File: config.mk
export PLATFORM = sky130hd
export DESIGN_NAME = iq_select_scheduler_flat
export DESIGN_NICKNAME = d
export VERILOG_FILES = /design/src/rtl/iq_select_scheduler_if.sv /design/src/rtl/iq_select_scheduler.sv /design/src/flat_wrapper.sv
export SDC_FILE = /design/constraint.sdc
export NUM_CORES = 1
export LEC_CHECK = 0
export ABC_CLOCK_PERIOD_IN_PS = 81200
export CAP_MARGIN = 5
export CORE_AREA = 2 2 182 184
export CTS_CLUSTER_DIAMETER = 200
export DETAILED_ROUTE_END_ITERATION = 12
export DIE_AREA = 0 0 184 186
export PLACE_DENSITY = 0.67
export SLEW_MARGIN = 15
export SYNTH_ARGS = -nofsm -noshare
export SYNTH_HDL_FRONTEND = slang
export SYNTH_SLANG_ARGS = --single-unit
File: constraint.sdc
create_clock -name clk -period 81.2 [get_ports clk]
set_input_delay 12.18 -clock clk [delete_from_list [all_inputs] [get_ports clk]]
set_output_delay 12.18 -clock clk [all_outputs]
set_load 0.03 [all_outputs]
File: src/rtl/iq_select_scheduler_if.sv
// +----------------------------------------------------------------------------+
// | Module      : iq_select_scheduler_if                                       |
// | Description : CIQ <-> select/schedule stage bundle (requests, grants, wake)|
// | Revision    : 1.0 - initial release                                        |
// +----------------------------------------------------------------------------+
`default_nettype none

interface iq_select_scheduler_if #(
    parameter int ENTRIES    = 16,
    parameter int ADDR_W     = 4,
    parameter int AGE_WIDTH  = 5,
    parameter int PRF_WIDTH  = 6,
    parameter int LS_CREDITS = 4
);
    localparam int c_cr_w = $clog2(LS_CREDITS + 1);

    logic                           flush;
    logic [ENTRIES-1:0]             req_alu;
    logic [ENTRIES-1:0]             req_mul;
    logic [ENTRIES-1:0]             req_ls;
    logic [ENTRIES*AGE_WIDTH-1:0]   age_flat;
    logic [ENTRIES*PRF_WIDTH-1:0]   prd_flat;
    logic [ENTRIES-1:0]             prd_v;
    logic                           ls_done;

    logic                           grant_alu0;
    logic                           grant_alu1;
    logic                           grant_mul;
    logic                           grant_ls;
    logic [ADDR_W-1:0]              addr_alu0;
    logic [ADDR_W-1:0]              addr_alu1;
    logic [ADDR_W-1:0]              addr_mul;
    logic [ADDR_W-1:0]              addr_ls;
    logic                           mul_busy;
    logic                           wake_mul_v;
    logic [PRF_WIDTH-1:0]           wake_mul_prd;
    logic [c_cr_w-1:0]              ls_credit;

    modport master (
        output flush, req_alu, req_mul, req_ls, age_flat, prd_flat, prd_v, ls_done,
        input  grant_alu0, grant_alu1, grant_mul, grant_ls,
        input  addr_alu0, addr_alu1, addr_mul, addr_ls,
        input  mul_busy, wake_mul_v, wake_mul_prd, ls_credit
    );

    modport slave (
        input  flush, req_alu, req_mul, req_ls, age_flat, prd_flat, prd_v, ls_done,
        output grant_alu0, grant_alu1, grant_mul, grant_ls,
        output addr_alu0, addr_alu1, addr_mul, addr_ls,
        output mul_busy, wake_mul_v, wake_mul_prd, ls_credit
    );
endinterface

`default_nettype wire

File: src/rtl/iq_select_scheduler.sv
// +----------------------------------------------------------------------------+
// | Module      : iq_select_scheduler                                          |
// | Description : Oldest-first select for ALU0/ALU1/MUL/LS, MUL busy + wakeup, |
// |               LSU credit tracking                                          |
// | Revision    : 1.0 - initial release                                        |
// +----------------------------------------------------------------------------+
`default_nettype none

module iq_select_scheduler #(
    parameter int ENTRIES    = 16,
    parameter int ADDR_W     = 4,
    parameter int AGE_WIDTH  = 5,
    parameter int PRF_WIDTH  = 6,
    parameter int MUL_LAT    = 3,
    parameter int LS_CREDITS = 4
) (
    input  wire logic            clk,
    input  wire logic            rst,
    iq_select_scheduler_if.slave bus
);
    localparam int c_cnt_w = $clog2(MUL_LAT);
    localparam int c_cr_w  = $clog2(LS_CREDITS + 1);
    localparam logic [c_cr_w-1:0]  c_ls_max = c_cr_w'(LS_CREDITS);
    localparam logic [c_cnt_w-1:0] c_cnt_one = c_cnt_w'(1);

    typedef struct packed {
        logic              v;
        logic [ADDR_W-1:0] idx;
    } pick_t;

    typedef enum logic [0:0] {
        S_IDLE = 1'b0,
        S_BUSY = 1'b1
    } state_e;

    // Strict '<' keeps the first (lowest-index) entry on equal ages.
    function automatic pick_t pick_oldest(input logic [ENTRIES-1:0]           req,
                                          input logic [ENTRIES*AGE_WIDTH-1:0] ages);
        logic [AGE_WIDTH-1:0] best_age;
        pick_oldest = '0;
        best_age    = '0;
        for (int i = 0; i < ENTRIES; i++) begin
            if (req[i] && (!pick_oldest.v || (ages[i*AGE_WIDTH +: AGE_WIDTH] < best_age))) begin
                pick_oldest.v   = 1'b1;
                pick_oldest.idx = ADDR_W'(i);
                best_age        = ages[i*AGE_WIDTH +: AGE_WIDTH];
            end
        end
    endfunction

    pick_t              w_pick_alu0, w_pick_alu1, w_pick_mul, w_pick_ls;
    logic [ENTRIES-1:0] w_alu1_req;
    logic               w_block;
    logic               w_gnt_alu0, w_gnt_alu1, w_gnt_mul, w_gnt_ls;

    state_e               state_q, state_d;
    logic [c_cnt_w-1:0]   cnt_q, cnt_d;
    logic [PRF_WIDTH-1:0] mprd_q, mprd_d;
    logic                 mprdv_q, mprdv_d;
    logic                 wake_v_q, wake_v_d;
    logic [PRF_WIDTH-1:0] wake_prd_q, wake_prd_d;
    logic [c_cr_w-1:0]    credit_q, credit_d;

    always_comb begin
        w_block     = rst | bus.flush;
        w_pick_alu0 = pick_oldest(bus.req_alu, bus.age_flat);
        w_alu1_req  = bus.req_alu;
        if (w_pick_alu0.v) begin
            w_alu1_req[w_pick_alu0.idx] = 1'b0;
        end
        w_pick_alu1 = pick_oldest(w_alu1_req, bus.age_flat);
        w_pick_mul  = pick_oldest(bus.req_mul, bus.age_flat);
        w_pick_ls   = pick_oldest(bus.req_ls, bus.age_flat);

        w_gnt_alu0 = w_pick_alu0.v & ~w_block;
        w_gnt_alu1 = w_pick_alu1.v & ~w_block;
        w_gnt_mul  = w_pick_mul.v & (state_q == S_IDLE) & ~w_block;
        // Credit check uses the registered count, so a same-cycle ls_done cannot unblock.
        w_gnt_ls   = w_pick_ls.v & (credit_q != '0) & ~w_block;
    end

    always_comb begin
        state_d = state_q;
        cnt_d   = cnt_q;
        mprd_d  = mprd_q;
        mprdv_d = mprdv_q;
        case (state_q)
            S_IDLE: begin
                if (w_gnt_mul) begin
                    state_d = S_BUSY;
                    cnt_d   = c_cnt_w'(MUL_LAT - 1);
                    mprd_d  = bus.prd_flat[w_pick_mul.idx*PRF_WIDTH +: PRF_WIDTH];
                    mprdv_d = bus.prd_v[w_pick_mul.idx];
                end
            end
            S_BUSY: begin
                cnt_d = cnt_q - c_cnt_one;
                if (cnt_q == c_cnt_one) begin
                    state_d = S_IDLE;
                end
            end
            default: state_d = S_IDLE;
        endcase
        if (bus.flush) begin
            state_d = S_IDLE;
            cnt_d   = '0;
        end
        // Wake is registered: raise it for the last busy cycle (count 1).
        wake_v_d   = (state_d == S_BUSY) && (cnt_d == c_cnt_one) && mprdv_d;
        wake_prd_d = wake_v_d ? mprd_d : '0;
    end

    always_comb begin
        credit_d = credit_q;
        if (bus.flush) begin
            credit_d = c_ls_max;
        end else if (w_gnt_ls && !bus.ls_done) begin
            credit_d = credit_q - c_cr_w'(1);
        end else if (!w_gnt_ls && bus.ls_done && (credit_q != c_ls_max)) begin
            credit_d = credit_q + c_cr_w'(1);
        end
    end

    always_ff @(posedge clk) begin
        if (rst) begin
            state_q    <= S_IDLE;
            cnt_q      <= '0;
            mprd_q     <= '0;
            mprdv_q    <= 1'b0;
            wake_v_q   <= 1'b0;
            wake_prd_q <= '0;
            credit_q   <= c_ls_max;
        end else begin
            state_q    <= state_d;
            cnt_q      <= cnt_d;
            mprd_q     <= mprd_d;
            mprdv_q    <= mprdv_d;
            wake_v_q   <= wake_v_d;
            wake_prd_q <= wake_prd_d;
            credit_q   <= credit_d;
        end
    end

    assign bus.grant_alu0   = w_gnt_alu0;
    assign bus.grant_alu1   = w_gnt_alu1;
    assign bus.grant_mul    = w_gnt_mul;
    assign bus.grant_ls     = w_gnt_ls;
    assign bus.addr_alu0    = w_gnt_alu0 ? w_pick_alu0.idx : '0;
    assign bus.addr_alu1    = w_gnt_alu1 ? w_pick_alu1.idx : '0;
    assign bus.addr_mul     = w_gnt_mul  ? w_pick_mul.idx  : '0;
    assign bus.addr_ls      = w_gnt_ls   ? w_pick_ls.idx   : '0;
    assign bus.mul_busy     = (state_q == S_BUSY);
    assign bus.wake_mul_v   = wake_v_q;
    assign bus.wake_mul_prd = wake_prd_q;
    assign bus.ls_credit    = credit_q;

endmodule

`default_nettype wire

File: src/flat_wrapper.sv
// flat-port wrapper written by rule: the top's interface ports become plain ports
module iq_select_scheduler_flat 
#(
    parameter int ENTRIES    = 16,
    parameter int ADDR_W     = 4,
    parameter int AGE_WIDTH  = 5,
    parameter int PRF_WIDTH  = 6,
    parameter int MUL_LAT    = 3,
    parameter int LS_CREDITS = 4
)
  (clk, rst, bus_flush, bus_req_alu, bus_req_mul, bus_req_ls, bus_age_flat, bus_prd_flat, bus_prd_v, bus_ls_done, bus_grant_alu0, bus_grant_alu1, bus_grant_mul, bus_grant_ls, bus_addr_alu0, bus_addr_alu1, bus_addr_mul, bus_addr_ls, bus_mul_busy, bus_wake_mul_v, bus_wake_mul_prd, bus_ls_credit);
  iq_select_scheduler_if #(.ENTRIES(ENTRIES), .ADDR_W(ADDR_W), .AGE_WIDTH(AGE_WIDTH), .PRF_WIDTH(PRF_WIDTH), .LS_CREDITS(LS_CREDITS)) bus_i ();
  input  wire logic clk;
  input  wire logic rst;
  input wire logic [$bits(bus_i.flush)-1:0] bus_flush;
  input wire logic [$bits(bus_i.req_alu)-1:0] bus_req_alu;
  input wire logic [$bits(bus_i.req_mul)-1:0] bus_req_mul;
  input wire logic [$bits(bus_i.req_ls)-1:0] bus_req_ls;
  input wire logic [$bits(bus_i.age_flat)-1:0] bus_age_flat;
  input wire logic [$bits(bus_i.prd_flat)-1:0] bus_prd_flat;
  input wire logic [$bits(bus_i.prd_v)-1:0] bus_prd_v;
  input wire logic [$bits(bus_i.ls_done)-1:0] bus_ls_done;
  output wire logic [$bits(bus_i.grant_alu0)-1:0] bus_grant_alu0;
  output wire logic [$bits(bus_i.grant_alu1)-1:0] bus_grant_alu1;
  output wire logic [$bits(bus_i.grant_mul)-1:0] bus_grant_mul;
  output wire logic [$bits(bus_i.grant_ls)-1:0] bus_grant_ls;
  output wire logic [$bits(bus_i.addr_alu0)-1:0] bus_addr_alu0;
  output wire logic [$bits(bus_i.addr_alu1)-1:0] bus_addr_alu1;
  output wire logic [$bits(bus_i.addr_mul)-1:0] bus_addr_mul;
  output wire logic [$bits(bus_i.addr_ls)-1:0] bus_addr_ls;
  output wire logic [$bits(bus_i.mul_busy)-1:0] bus_mul_busy;
  output wire logic [$bits(bus_i.wake_mul_v)-1:0] bus_wake_mul_v;
  output wire logic [$bits(bus_i.wake_mul_prd)-1:0] bus_wake_mul_prd;
  output wire logic [$bits(bus_i.ls_credit)-1:0] bus_ls_credit;
  assign bus_i.flush = bus_flush;
  assign bus_i.req_alu = bus_req_alu;
  assign bus_i.req_mul = bus_req_mul;
  assign bus_i.req_ls = bus_req_ls;
  assign bus_i.age_flat = bus_age_flat;
  assign bus_i.prd_flat = bus_prd_flat;
  assign bus_i.prd_v = bus_prd_v;
  assign bus_i.ls_done = bus_ls_done;
  assign bus_grant_alu0 = bus_i.grant_alu0;
  assign bus_grant_alu1 = bus_i.grant_alu1;
  assign bus_grant_mul = bus_i.grant_mul;
  assign bus_grant_ls = bus_i.grant_ls;
  assign bus_addr_alu0 = bus_i.addr_alu0;
  assign bus_addr_alu1 = bus_i.addr_alu1;
  assign bus_addr_mul = bus_i.addr_mul;
  assign bus_addr_ls = bus_i.addr_ls;
  assign bus_mul_busy = bus_i.mul_busy;
  assign bus_wake_mul_v = bus_i.wake_mul_v;
  assign bus_wake_mul_prd = bus_i.wake_mul_prd;
  assign bus_ls_credit = bus_i.ls_credit;
  iq_select_scheduler #(.ENTRIES(ENTRIES), .ADDR_W(ADDR_W), .AGE_WIDTH(AGE_WIDTH), .PRF_WIDTH(PRF_WIDTH), .MUL_LAT(MUL_LAT), .LS_CREDITS(LS_CREDITS)) u_core (.clk(clk), .rst(rst), .bus(bus_i));
endmodule
==> key figures <==
Critical path
  – Launching element type of the critical path: input port
  – Slowest cell delay on critical path: 0.70 ns
  – Arrival time at the worst endpoint: between 60 and 70 ns
  – Capture point of the worst reg-to-reg path: u_core.bus.ls_credit[2]
  – FF-to-FF setup slack: 78.73 ns
  – Slowest cell on the critical path: sky130_fd_sc_hd__clkdlybuf4s50_1
  – Required time of the critical path: 69.02 ns
  – Type of the worst setup path: input port to output pin
  – Largest fanout on the critical path: 13
  – Length in cells of the worst reg-to-reg path: 10
  – Most prevalent standard cell on the critical path: sky130_fd_sc_hd__ha_1
  – Startpoint of the lowest-slack register-to-register path: u_core.bus.ls_credit[2]
  – CP endpoint kind: output pin

Clock tree
  – TritonCTS clock tree: built
  – Sinks on Clock Net: 20
  – Number of H-tree levels: 1
  – Clock insertion delay at the later pin of the skew report: 0.26 ns
  – Number of buffers inserted to repair setup after CTS: 0
  – Clock transition at the registers of the reported paths: about 0.050 ns
  – Buffer depth of the longest clock path: 2
  – Root Buffer: sky130_fd_sc_hd__clkbuf_16
  – TritonCTS buffer count: 3

Global route
  – Via count of the first global-routing pass: between 15000 and 20000
  – Global-route wire length before repair: about 88 mm
  – Sum of overflow across all layers after global routing: 0
  – Maximum number of pins on one net before global-route repair: between 40 and 50
  – Global router's overall resource usage: approximately 32%
  – Initial antenna violation count: 2

STA
  – Final-report setup violation count: 0
  – Max Freq: between 10 and 15 MHz
  – Fraction of the cycle the final worst path needs: ~94%
  – Setup repair after global routing missed its margin: no
  – Total negative slack: 0 ns
  – Clock period minus worst slack: between 70 and 80 ns
  – Measured slew at the worst slew-check pin: 1.054 ns
  – Final Skew: between 0.003 and 0.004 ns
  – Final Hold Fails: 0
  – Headroom to the max-slew limit: 29.12%
  – Max-slew violation count: 0

Detailed routing
  – Iteration-0 DRC Markers: 1319
  – Final WL: 57.57 mm
  – Number of antenna-violating nets in the routed design: 0
  – DRC violations left: 0
  – Final routed wire length divided by cell count: 20.94 um
  – Total number of vias: between 15000 and 20000
  – Number of iterations in the first detailed-routing pass: 5
  – Post-DR vias/cell: between 6 and 7

Synthesis
  – Post-synthesis area per instance: between 6 and 7 um2
  – Biggest area consumer among synthesized cells: sky130_fd_sc_hd__ha_1
  – Async SR Flop Fraction: 0%
  – Count leader, synth: sky130_fd_sc_hd__nand2_1
  – Count of unique library cells instantiated by Yosys: 110
  – Number of synthesized flops with an enable pin: 0
  – Post-synthesis net count: between 2000 and 3000
  – Top cell type's share of synthesized area: 18.29%
  – Syn Inst Count: around 2100
  – Synth cell count leaders: 230 x sky130_fd_sc_hd__nand2_1, 209 x sky130_fd_sc_hd__ha_1, 199 x sky130_fd_sc_hd__nor2_1, 192 x sky130_fd_sc_hd__inv_1
  – Biggest area contributors in the synthesized netlist: sky130_fd_sc_hd__ha_1 18%, sky130_fd_sc_hd__a21oi_1 6.7%, sky130_fd_sc_hd__o21ai_0 6.7%
  – Mapped cell area: ~14000 um2
  – Synthesized flop and latch total: 20
  – Share of the yosys chip area belonging to registers: between 2 and 3%
  – Synth warnings: 0
  – Top flip-flop cell by instance count after synthesis: sky130_fd_sc_hd__dfxtp_1

Hold path
  – Worst hold path type: register to register
  – Hold-critical path endpoint: u_core.mprd_q[3]
  – Number of instances on the worst hold path: 2
  – Source of the worst hold timing path: u_core.mprd_q[3]

Floorplan
  – Core area: about 32000 um2
  – Cell Rows: between 60 and 70
  – Starting Density: 44.39%
  – Die X-Extent: about 180 um
  – Height of the die: between 150 and 200 um
  – Area of the die: about 34000 um2
  – Boundary pin count: roughly 280

Finish
  – Area used by multi-input combinational logic: 12900 um2
  – Layout fillers: 3193
  – Non-Filler Instances: about 2800
  – Area Growth Syn to Fin: 21.86%
  – Sequential cell area: 400.4 um2
  – Final #Nets: 2794
  – Fraction of layout instances using a drive strength above 1: 5.985%

Placement
  – Last weighted congestion value of the routability-driven placer: about 0.99
  – Port Buffer Count: roughly 270
  – Hpwl dp: 48.47 mm
  – # placed instances: 2743

Job
  – Number of max-capacitance violations reported: 0

Outcome
  – Status: completed
-- worst max-delay path by stage --
stage | from | endpoint
3_3_place_gp | bus_req_alu[0] | bus_addr_alu1[2]
5_1_grt | bus_req_alu[0] | bus_addr_alu1[3]
3_5_place_dp | bus_req_alu[0] | bus_addr_alu1[3]
4_1_cts | bus_req_alu[0] | bus_addr_alu1[3]
2_1_floorplan | bus_req_alu[0] | bus_addr_alu1[2]
6_report | bus_req_alu[0] | bus_addr_alu1[3]
-- sequential cells by signal, indices dropped and copies added (netlist names) --
| signal | count |
|---|---|
| u_core.mprd_q | 6 |
| u_core.mprdv_q | 1 |
| u_core.bus.mul_busy | 1 |
| u_core.bus.wake_mul_v | 1 |
| u_core.bus.ls_credit | 3 |
| u_core.cnt_q | 2 |
| u_core.bus.wake_mul_prd | 6 |
-- critical path: cells and delay by family --
| kind | cells | cell delay, ns |
|---|---|---|
| AO/OA/AOI/OAI | 121 | 26.43 |
| AND/OR/NAND/NOR | 71 | 11.78 |
| adder cells (fa/ha/maj) | 30 | 8.52 |
| multiplexers | 9 | 2.87 |
| buffers and inverters | 18 | 2.64 |
-- cell families after synthesis --
logic type,after synthesis,share of synthesized area (%)
flops,20,2.801
mux,128,10.57
compound gates,793,37.20
xor+xnor,7,0.4814
buf+inv,264,7.238
simple gates,702,23.13
fa+ha+maj,212,18.57
-- layer usage --
layer	GRT usage, %	wire length, um
met2	55.95	26590
met5	0	0
met3	2.465	4043
met4	12.45	2170
met1	40.97	24760
-- cell usage in the layout, fill, tap and decap left out, drive strengths merged, types with 7 or more instances in the layout --
master / n
a22oi: 7
clkdlybuf4s50: 274
o221ai: 8
nand2b: 30
nand4: 13
ha: 209
inv: 192
o21bai: 17
o211ai: 34
nor3: 41
nor2: 200
or3: 22
mux2i: 58
o2111ai: 7
o31a: 9
or4: 7
o21ai: 204
a211o: 17
o31ai: 17
dfxtp: 20
mux4: 12
nand2: 231
a21o: 53
or2: 19
a21oi: 192
and4: 7
a211oi: 27
nor2b: 18
and2: 30
o211a: 12
nand3: 43
o22ai: 28
mux2: 58
o41ai: 8
a31oi: 33
and3: 14
o21a: 32
nor4: 9
-- per-stage QoR --
step                utilization (%)  hold slack (ns)  setup WS, ns  cell area, um2
detailed placement            53.67           0.4397         4.669           17290
global route                  54.09           0.4678       0.03918           17420
global placement              53.67           0.4453         6.209           17290
CTS                           53.95           0.4628         4.555           17370
floorplan                         -           0.4171         13.10           14300
finish                        54.09           0.4670         4.520           17420
-- cell type report --
type | instances | area share [%]
multi-input combinational | 1842 | 74.06
timing repair buffer | 280 | 16.00
inverter | 193 | 4.158
tap | 408 | 2.930
sequential | 20 | 2.298
clock buffer | 4 | 0.5099
antenna | 3 | 0.04309
-- what timing repair did --
| item | 4_1_cts | 5_1_grt |
|---|---|---|
| setup endpoints to repair | 0 | 4 |
| hold buffers | 0 | 0 |
| resized for setup | 0 | 4 |
Power is not shown: default switching activity piles up to over one toggle a cycle in this logic, so the estimate is an artifact.
